$ cat src/rtl/arm_pkg.sv
`default_nettype none
// ============================================================================
// Module      : arm_pkg
// Description : Condition codes, flag bit positions and tracker state type
//               shared by the conditional-execution logic.
// Revision    : 1.0 - initial release
// ============================================================================
package arm_pkg;

    // Instruction condition field encodings (Instr[31:28])
    localparam logic [3:0] c_cond_eq = 4'b0000;
    localparam logic [3:0] c_cond_ne = 4'b0001;
    localparam logic [3:0] c_cond_cs = 4'b0010;
    localparam logic [3:0] c_cond_cc = 4'b0011;
    localparam logic [3:0] c_cond_mi = 4'b0100;
    localparam logic [3:0] c_cond_pl = 4'b0101;
    localparam logic [3:0] c_cond_vs = 4'b0110;
    localparam logic [3:0] c_cond_vc = 4'b0111;
    localparam logic [3:0] c_cond_hi = 4'b1000;
    localparam logic [3:0] c_cond_ls = 4'b1001;
    localparam logic [3:0] c_cond_ge = 4'b1010;
    localparam logic [3:0] c_cond_lt = 4'b1011;
    localparam logic [3:0] c_cond_gt = 4'b1100;
    localparam logic [3:0] c_cond_le = 4'b1101;
    localparam logic [3:0] c_cond_al = 4'b1110;
    localparam logic [3:0] c_cond_nv = 4'b1111;

    // Bit positions inside the {N,Z,C,V} flag vector
    localparam int c_flag_n = 3;
    localparam int c_flag_z = 2;
    localparam int c_flag_c = 1;
    localparam int c_flag_v = 0;

    // Per-instruction tracker: waiting for a fetch, or decoding the new one
    typedef enum logic [0:0] {
        WAIT_IR = 1'b0,
        EVAL    = 1'b1
    } cl_state_t;

endpackage : arm_pkg
`default_nettype wire

$ cat src/rtl/condcheck.sv
`default_nettype none
// ============================================================================
// Module      : condcheck
// Description : Combinational evaluation of an instruction condition field
//               against the architectural {N,Z,C,V} flags.
// Revision    : 1.0 - initial release
// ============================================================================
module condcheck
    import arm_pkg::*;
(
    input  logic [3:0] Cond,
    input  logic [3:0] Flags,
    output logic       CondEx
);

    logic w_n;
    logic w_z;
    logic w_c;
    logic w_v;
    logic w_ge;

    assign w_n  = Flags[c_flag_n];
    assign w_z  = Flags[c_flag_z];
    assign w_c  = Flags[c_flag_c];
    assign w_v  = Flags[c_flag_v];
    assign w_ge = (w_n == w_v);

    always_comb begin
        CondEx = 1'b0;
        case (Cond)
            c_cond_eq: CondEx = w_z;
            c_cond_ne: CondEx = ~w_z;
            c_cond_cs: CondEx = w_c;
            c_cond_cc: CondEx = ~w_c;
            c_cond_mi: CondEx = w_n;
            c_cond_pl: CondEx = ~w_n;
            c_cond_vs: CondEx = w_v;
            c_cond_vc: CondEx = ~w_v;
            c_cond_hi: CondEx = w_c & ~w_z;
            c_cond_ls: CondEx = ~w_c | w_z;
            c_cond_ge: CondEx = w_ge;
            c_cond_lt: CondEx = ~w_ge;
            c_cond_gt: CondEx = ~w_z & w_ge;
            c_cond_le: CondEx = w_z | ~w_ge;
            c_cond_al: CondEx = 1'b1;
            c_cond_nv: CondEx = 1'b0;
            default:   CondEx = 1'b0;
        endcase
    end

endmodule : condcheck
`default_nettype wire

$ cat src/rtl/condlogic.sv
`default_nettype none
// ============================================================================
// Module      : condlogic
// Description : Conditional-execution control for a multicycle ARM core:
//               flag register, per-instruction CondEx latch and write gating.
// Revision    : 1.0 - initial release
// ============================================================================
module condlogic
    import arm_pkg::*;
(
    input  logic       clk,
    input  logic       reset,
    input  logic [3:0] Cond,
    input  logic [3:0] ALUFlags,
    input  logic [1:0] FlagW,
    input  logic       PCS,
    input  logic       NextPC,
    input  logic       RegW,
    input  logic       MemW,
    input  logic       IRWrite,
    output logic       PCWrite,
    output logic       RegWrite,
    output logic       MemWrite,
    output logic [3:0] Flags,
    output logic       CondEx
);

    cl_state_t  r_state;
    cl_state_t  w_state_next;
    logic       r_condex;
    logic [3:0] r_flags;
    logic       w_cond_pass;
    logic       w_capture;
    logic       w_wr_nz;
    logic       w_wr_cv;

    // Condition is checked against the registered flags only, so an ALU
    // result produced in the same cycle can never influence it.
    condcheck u_condcheck (
        .Cond   (Cond),
        .Flags  (r_flags),
        .CondEx (w_cond_pass)
    );

    always_ff @(posedge clk or posedge reset) begin
        if (reset) begin
            r_state <= WAIT_IR;
        end else begin
            r_state <= w_state_next;
        end
    end

    always_comb begin
        w_state_next = r_state;
        w_capture    = 1'b0;
        case (r_state)
            WAIT_IR: begin
                if (IRWrite) begin
                    w_state_next = EVAL;
                end
            end
            EVAL: begin
                w_capture    = 1'b1;
                w_state_next = IRWrite ? EVAL : WAIT_IR;
            end
            default: begin
                w_state_next = WAIT_IR;
            end
        endcase
    end

    // CondEx is frozen between decode edges so flag writes made by the
    // instruction itself cannot retroactively cancel its own writeback.
    always_ff @(posedge clk or posedge reset) begin
        if (reset) begin
            r_condex <= 1'b0;
        end else if (w_capture) begin
            r_condex <= w_cond_pass;
        end
    end

    assign w_wr_nz = FlagW[1] & r_condex & (r_state == WAIT_IR);
    assign w_wr_cv = FlagW[0] & r_condex & (r_state == WAIT_IR);

    always_ff @(posedge clk or posedge reset) begin
        if (reset) begin
            r_flags <= 4'b0000;
        end else begin
            if (w_wr_nz) begin
                r_flags[c_flag_n] <= ALUFlags[c_flag_n];
                r_flags[c_flag_z] <= ALUFlags[c_flag_z];
            end
            if (w_wr_cv) begin
                r_flags[c_flag_c] <= ALUFlags[c_flag_c];
                r_flags[c_flag_v] <= ALUFlags[c_flag_v];
            end
        end
    end

    assign PCWrite  = NextPC | (PCS & r_condex);
    assign RegWrite = RegW & r_condex;
    assign MemWrite = MemW & r_condex;
    assign Flags    = r_flags;
    assign CondEx   = r_condex;

endmodule : condlogic
`default_nettype wire

$ cat config.mk
export PLATFORM = sky130hd
export DESIGN_NAME = condlogic
export DESIGN_NICKNAME = d
export VERILOG_FILES = /design/src/rtl/arm_pkg.sv /design/src/rtl/condcheck.sv /design/src/rtl/condlogic.sv
export SDC_FILE = /design/constraint.sdc
export NUM_CORES = 1
export LEC_CHECK = 0
export ABC_CLOCK_PERIOD_IN_PS = 1850
export BUFFER_PORTS_ARGS = -buffer_cell sky130_fd_sc_hd__buf_2
export CAP_MARGIN = 20
export CORE_AREA = 2 2 39 41
export DETAILED_ROUTE_END_ITERATION = 10
export DIE_AREA = 0 0 41 43
export GPL_TIMING_DRIVEN = 0
export PLACE_DENSITY_LB_ADDON = 0.25
export SETUP_SLACK_MARGIN = 0.15
export SLEW_MARGIN = 10
export SYNTH_ARGS = -nofsm -noshare
export SYNTH_HDL_FRONTEND = slang
export SYNTH_SLANG_ARGS = --single-unit
$ cat constraint.sdc
create_clock -name clk -period 1.85 [get_ports clk]
set_input_delay 0.555 -clock clk [delete_from_list [all_inputs] [get_ports clk]]
set_output_delay 0.555 -clock clk [all_outputs]
set_load 0.05 [all_outputs]
After elaboration in Yosys (flattened, before gate mapping) --
Cells that the tools add are included.
Operators by class: div/mod/pow operators 0, muxes and demuxes 3, reductions and logical operators 1, shifts and indexed selects 0, equality and inequality tests 16, add/subtract/negate cells 0, bitwise operators 18, $mul 0, $lt $le $gt $ge 0
Operator list (count):
- 4-bit == test (second input constant) | 8
- 4-bit by 3-bit == test with 1-bit output (second input constant) | 4
- 1-bit one-hot mux with 16 select lines | 1
- 1-bit bitwise AND | 9
- 4-bit by 2-bit == test with 1-bit output (second input constant) | 2
- 1-bit NOT | 6
- 4-bit by 1-bit == test with 1-bit output (second input constant) | 1
- 4-bit logical NOT | 1
- 1-bit bitwise OR | 3
- 1-bit 2-to-1 mux | 2
- 1-bit == test | 1
Word-level totals: bits in writable memories 0, output and inout bits 8, bits of input ports 17, memories kept 0, memory bits (read-only) 0, latch bits 0, bits in registers 6, logic and storage cells 42

Logic depth before layout (Yosys ltp) --
Gate-level depths: netlist (run 1).
depth after elaboration 4, mapped depth 5, gate-level depth less buffers 4

Hierarchy --
A second synthesis (run 1) with hierarchy kept.
Unflattened totals: cells, all modules 40, area total of the unflattened synthesis 400.4 um^2
By module, submodules not included:
- condlogic | sequential area each 150.1 um^2, times used 1, cells an instance 17, area each 245.2 um^2
- condcheck | sequential area each 0.0 um^2, times used 1, cells an instance 23, area each 155.1 um^2

Worst setup path before layout (run 1) --
OpenSTA, ideal clock, no wires.
path kind input port to flip-flop, start point input Cond[2], end point register r_condex (netlist: CondEx), library setup time 0.131 ns, arrival 1.712 ns, path buffers 1, data required time 1.719 ns, cell stages on the path 5, slack 0.007 ns, cells stage by stage buf_4 nor4bb_1 a211o_1 a221o_1 or3_1
Between the ends: longest elaborated chain between the ends 2, elaborated cells between the ends (all ways) 17, those cells by class eq/ne (15); mux (1); reduce/logical (1)
RTL lines:
- start: declaration | line condlogic.sv:13 | input logic [3:0] Cond,
- 4-bit == test (tied with other cells) | line condcheck.sv:30 | case (Cond)
- 1-bit one-hot mux with 16 select lines (*) | line condcheck.sv:30
- end signal: assignment | line condlogic.sv:78 | r_condex <= w_cond_pass;
- end: declaration | line condlogic.sv:30 | logic r_condex;
Mark *: on every way between the ends. The rest lies on a longest branch, timed or not. A chain may end at the register's enable or synchronous reset.

Worst setup path after layout (run 1) --
start point input Cond[1], end point register r_condex (netlist: CondEx)
Same word-level chain as after synthesis.

==> impl_results.md, run 1 <==
- Pwr Density: 1510 nW/um^2
- Library cells used by synthesis: 23
- Vias in the first global route: 354
- Remaining Overflow, GRT: 0
- Setup TNS: 0 ns
- Top-area cell type share of the netlist area: 0.381
- Sequential share of the synthesized area: 0.381
- CP required: 1.96 ns
- Clk buf depth: 2
- Max-cap violations: 0
- Flops & latches, synth: 6
- TritonCTS clock tree: yes
- CP Class: in -> reg
- Initial DRC count: 2
- Crit end category: flip-flop
- Most frequent cells in the layout: 23 x buf_2, 6 x dfrtp_1, 4 x mux2_2
- # DRC: 0
- Gate Count Post-Synth: 37
- Worst-Margin Slew: 0.381 ns
- Most common cell after layout, fill and taps aside: buf_2
- Final Instance Count excl. Fillers: 79
- Synth area leaders: dfrtp_1 38%, mux2_2 11%, and2_1 4.8%, nor3b_1 3.8%, nand2b_1 3.2%
- Share of layout cells above drive strength 1: 0.524
- Clk Latency, worst-skew pair: 0.24 ns
- Outcome: complete, no violations
- Unrepaired setup endpoints after global routing: true
- Worst path max stage delay: 0.31 ns
- Switching Fraction: 0.505
- Worst EP arrival: 1.78 ns
- CP bufs+invs: 1
- Via density per instance: 4.82
- Clock-pin slew on the worst setup and hold paths: 0.04 ns
- Netlist Area Pre-Place: 394 um^2
- CP max FO: 7
- Syn. warnings: 0
- Area leader, netlist: dfrtp_1
- Largest net degree at the start of global routing: 8
- WL/cell: 10.8 um
- Final Max Slew Viols: 0
- Rows: 14
- CTS Root Cell: clkbuf_4
- First-pass GRT wire length: 1.37 mm
- NetSw: 430 uW
- DR vias: 381
- Final Hold Viols: 0
- Cell internal pwr: 421 uW
- Synth Net Count: 54
- Initial antenna violation count: 0
- Final critical-path required period: 1.67 ns
- H-tree depth: 1
- Worst slew margin: 0.740
- Starting density of the core: 0.285
- Layout area overhead: 43.2%
- Clock Skew: 0.00228 ns
- Post-Place Cells: 76
- Core footprint: 1380 um^2
- Fmax: 0.599 GHz
- CTS Sinks: 6
- Antenna fix cells: 0
- Die Wd: 41 um
- Flop pwr share: 0.296
- ANT nets after route: 0
- Die Height: 43 um
- Finish-stage setup viols: 0
- # port buffers: 23
- Final cycle utilization of the critical path: 0.902
- Die ar.: 1760 um^2
- Avg Synthesized Cell Area: 10.7 um^2
- Placer congestion estimate: 0.621
- Critical path, cell by cell: buf_2 > and3b_1 > a211o_1 > a221o_1 > or3_1
- Total leakage power: 0.283 nW
- Combinational power share: 0.570
- Hpwl dp: 673 um
- I/O pins: 25
- GRT Total Usage: 0.117
- Clk network pwr share: 0.135
- Routed WL: 857 um
- DRT Pass-1 Iters: 3
- CP Launch Type: input pin
- Number of filler cells placed in the layout: 141
- Post-CTS Repair Setup Buffers: 0
- Cell family with most CP delay: compound AO/OA/AOI/OAI gates
- Hold WC Path Type: in -> async
- CP max-delay cell: a221o_1
- Nets: 82
- Max VDD drop: 0.812 mV
- CTS buffer count: 3
## logic make-up (layout without fill, tap and decap cells)
| group | Yosys count | after routing | share of synthesized area |
|---|---|---|---|
| multiplexers | 5 | 5 | 0.140 |
| AO/OA/AOI/OAI | 7 | 7 | 0.162 |
| AND/OR/NAND/NOR | 16 | 16 | 0.267 |
| flip-flops | 6 | 6 | 0.381 |
| buffers and inverters | 2 | 28 | 0.0286 |
| XOR/XNOR | 1 | 1 | 0.0222 |
## per-layer routing
layer  GRT usage  vias to the layer above  part of all wire
li1            -                      191                 -
met1       0.129                      179              0.41
met2       0.184                        9              0.53
met3      0.0157                        2             0.049
met4       0.100                        0            0.0093
met5           0                        -                 0
## final cells by class
cell class	instances	area, um^2	area share
Buffer	1	7.51	0.0133
Inverter	1	3.75	0.00665
Timing Repair Buffer	23	115	0.204
Tap cell	16	20.0	0.0355
Sequential cell	6	150	0.266
Clock buffer	3	22.5	0.0399
Multi-Input combinational cell	29	245	0.435
## state kept, by name (all words and copies together), names as in the netlist
signal	count
CondEx	1
r_state	1
Flags	4
## worst paths after layout
kind / start / end / slack (ns) / depth (start not counted)
max: Cond[1] / CondEx / 0.18 / 5
min: reset / Flags[0] / 0.22 / 2
max reg2reg: Flags[0] / CondEx / 0.21 / 4
min reg2reg: Flags[1] / Flags[1] / 0.57 / 1
max in group asynchronous: reset / CondEx / 1.44 / 2
min in group clk: IRWrite / r_state / 0.43 / 1
## through the flow
| step | cell area, um^2 | util | setup slack [ns] | hold slack (ns) | power [mW] |
|---|---|---|---|---|---|
| after global placement | 529 | 0.382 | -0.108 | 0.475 | 0.731 |
| after floorplan | 394 | - | 0.00708 | 0.346 | 0.616 |
| after detailed placement | 529 | 0.382 | -0.118 | 0.476 | 0.733 |
| after CTS | 558 | 0.403 | 0.178 | 0.216 | 0.858 |
| final | 564 | 0.408 | 0.181 | 0.218 | 0.851 |
| after global routing | 564 | 0.408 | 0.115 | 0.232 | 0.898 |
## what timing repair did
item,in CTS,in global routing
hold buffers,0,0
pin swaps,0,1
setup endpoints to repair,1,1
resized for setup,1,1
## worst reg2reg max path, delay by kind of cell, from the launching register on
family             cells  cell delay (ns)
AOI/OAI and AO/OA      2             0.62
and+or+nand+nor        2             0.47
DFF                    1             0.41
## synth_stat cells
master and n:
dfrtp_1 6, nand2b_1 2, mux2i_1 1, a211oi_1 1, o21ba_1 1, a221o_1 1, a211o_1 1, nor3b_1 2
o221a_1 1, buf_4 1, and3b_1 1, nor3_1 1, nand2_1 2, mux2_2 4, nor2b_1 2, inv_1 1
a21o_1 1, and2_1 3, or3_1 1, nor4b_1 1, a2111oi_0 1, nor4bb_1 1, xnor2_1 1
## power groups by stage
stage | Clock [mW] | Sequential [mW] | Combinational, mW
5_1_grt | 0.127 | 0.264 | 0.508
3_3_place_gp | 0 | 0.250 | 0.481
3_5_place_dp | 0 | 0.251 | 0.482
2_1_floorplan | 0 | 0.425 | 0.191
6_report | 0.115 | 0.252 | 0.485
4_1_cts | 0.123 | 0.251 | 0.484
(Power assumes the default switching activity.)
==> inputs of run 2 (changes only) <==
--- a/config.mk
+++ b/config.mk
@@ -17,4 +17,5 @@
 export SLEW_MARGIN = 10
 export SYNTH_ARGS = -nofsm -noshare
 export SYNTH_HDL_FRONTEND = slang
+export SYNTH_HIERARCHICAL = 1
 export SYNTH_SLANG_ARGS = --single-unit
==> run 2 against run 1 <==
Compared with the run above:
- flip-flop and latch count stayed put
- utilization is 2.5 points higher
- critical path type is now reg -> out
- setup slack better by 0.044 ns
- wire length is 0.82% lower
- largest cell class unchanged
==> impl_results.md, run 2 <==
- Outcome: complete, no violations
- GRT Total Usage: 0.103
- R2R depth: 6
- Layout area overhead: 49.7%
- Switching Fraction: 0.505
- Finish-stage setup viols: 0
- H-tree depth: 1
- Largest net degree at the start of global routing: 9
- DR vias: 382
- Cell family with most CP delay: flip-flops
- CP max FO: 7
- CTS buffer count: 3
- Placer congestion estimate: 0.721
- Synth Net Count: 57
- Async S/R FF share, synth: 1.00
- TritonCTS clock tree: yes
- Library cells used by synthesis: 23
- Routed WL: 850 um
- Share of layout cells above drive strength 1: 0.544
- Post-synth EDFFs: 0
- Most frequent cells in the layout: 22 x buf_2, 4 x mux2_1
- Final Hold Viols: 0
- WHS: 0.208 ns
- WL/cell: 10.1 um
- Die Wd: 41 um
- Worst-Margin Slew: 0.283 ns
- First-pass GRT wire length: 1.28 mm
- Avg Synthesized Cell Area: 10.0 um^2
- # port buffers: 22
- NetSw: 511 uW
- Most common cell after layout, fill and taps aside: buf_2
- Pre-CTS WS: 0.0177 ns
- Total chip power: 1.01 mW
- Max reg flops: 4
- Antenna fix cells: 0
- Hold WC Path Type: in -> async
- Clk buf depth: 2
- Initial DRC count: 5
- Max VDD drop: 0.672 mV
- Hpwl dp: 690 um
- Number of filler cells placed in the layout: 137
- Final cycle utilization of the critical path: 0.878
- FF/Latch Area: 154 um^2
- Initial antenna violation count: 0
- Clk network pwr share: 0.125
- CP required: 1.29 ns
- Crit end category: primary output
- CP Class: reg -> out
- Flop pwr share: 0.269
- Vias in the first global route: 321
- Die ar.: 1760 um^2
- CP Launch Type: flip-flop
- Netlist Area Pre-Place: 400 um^2
- Top-area cell type share of the netlist area: 0.375
- Worst path max stage delay: 0.42 ns
- Area leader, netlist: dfrtp_1
- Final Max Slew Viols: 0
- # DRC: 0
- Remaining Overflow, GRT: 0
- Util after Layout: 0.433
- Final critical-path required period: 1.62 ns
- Pwr Density: 1690 nW/um^2
- Total leakage power: 0.289 nW
- I/O pins: 25
- Synth cell count leaders: 6 x dfrtp_1, 5 x mux2_1, 3 x a21oi_1, 3 x xor2_1
- Cell internal pwr: 501 uW
- Post-CTS Hold Fix Bufs: 0
- Max-cap violations: 0
- Final worst setup slack: 0.225 ns
- Gate Count Post-Synth: 40
- Synth area leaders: dfrtp_1 38%, mux2_1 14%, xor2_1 6.6%, a21oi_1 3.8%, nand3b_1 3.8%
- Post-Place Cells: 78
- Top_reg_cell synth: dfrtp_1
- Rows: 14
- Sequential share of the synthesized area: 0.375
- CP max-delay cell: dfrtp_1
- ANT nets after route: 0
- Syn. warnings: 6
- Flops & latches, synth: 6
- Fmax: 0.615 GHz
- Unrepaired setup endpoints after global routing: true
- Setup TNS: 0 ns
- CTS Sinks: 6
- DRT Pass-1 Iters: 3
- Combinational power share: 0.606
- Die Height: 43 um
- Area of the multi-input gates: 250 um^2
- Critical path, cell by cell: and2_2 > buf_2
- Clock Skew: 0.00666 ns
- CP bufs+invs: 1
- Clock-pin slew on the worst setup and hold paths: 0.05 ns
- Post-Place Cell Area: 546 um^2
- Worst path depth: 2
- Final Instance Count excl. Fillers: 84
- Most common cell in the netlist: dfrtp_1
- Clk Latency, worst-skew pair: 0.24 ns
- Final Instance Area: 599 um^2
- Starting density of the core: 0.289
- Nets: 86
- CTS Root Cell: clkbuf_4
- Worst slew margin: 0.810
- Core footprint: 1380 um^2
- Worst EP arrival: 1.07 ns
- Via density per instance: 4.55
## run 2: metal layers
layer | vias up | routed length (um) | track usage | part of all wire
li1 | 200 | - | - | -
met1 | 174 | 372 | 0.138 | 0.44
met2 | 8 | 448 | 0.159 | 0.53
met3 | 0 | 28 | 0 | 0.033
met4 | 0 | 0 | 0.0600 | 0
met5 | - | 0 | 0 | 0
## run 2: final cells by class
type                            instances  area share
Buffer                                  2      0.0271
Clock buffer                            4      0.0438
Inverter                                2      0.0125
Multi-Input combinational cell         30       0.418
Sequential cell                         6       0.257
Tap cell                               16      0.0334
Timing Repair Buffer                   24       0.209
## run 2: final timing paths
path,startpoint,end,slack (ns)
setup / recovery,CondEx,MemWrite,0.23
hold / removal,reset,Flags[1],0.21
setup reg to reg,Flags[0],CondEx,0.24
hold reg to reg,r_state,CondEx,0.56
max in group asynchronous,reset,Flags[3],1.44
min in group clk,IRWrite,r_state,0.43
## run 2: logic make-up after synthesis
| kind of cell | synth area share |
|---|---|
| xor+xnor | 0.0875 |
| flops | 0.375 |
| compound gates | 0.172 |
| mux | 0.166 |
| simple gates | 0.153 |
| buf+inv | 0.0469 |
## run 2: what timing repair did
item / CTS / global route
gates resized for setup: 1 / 1
setup buffers: 0 / 2
pin swaps: 0 / 4
setup endpoints to repair: 1 / 1
## run 2: power groups by stage
stage	registers, mW	clock network, mW	logic (mW)
2_1_floorplan	0.451	0	0.242
3_3_place_gp	0.272	0	0.543
3_5_place_dp	0.272	0	0.550
4_1_cts	0.277	0.134	0.558
5_1_grt	0.284	0.149	0.646
6_report	0.272	0.126	0.614
## run 2: worst register-to-register path, delay by kind of cell, from the launching register on
family,cells,cell delay [ns]
muxes,1,0.27
AOI/OAI and AO/OA,3,0.40
xor gates and xnor gates,2,0.39
DFF,1,0.42
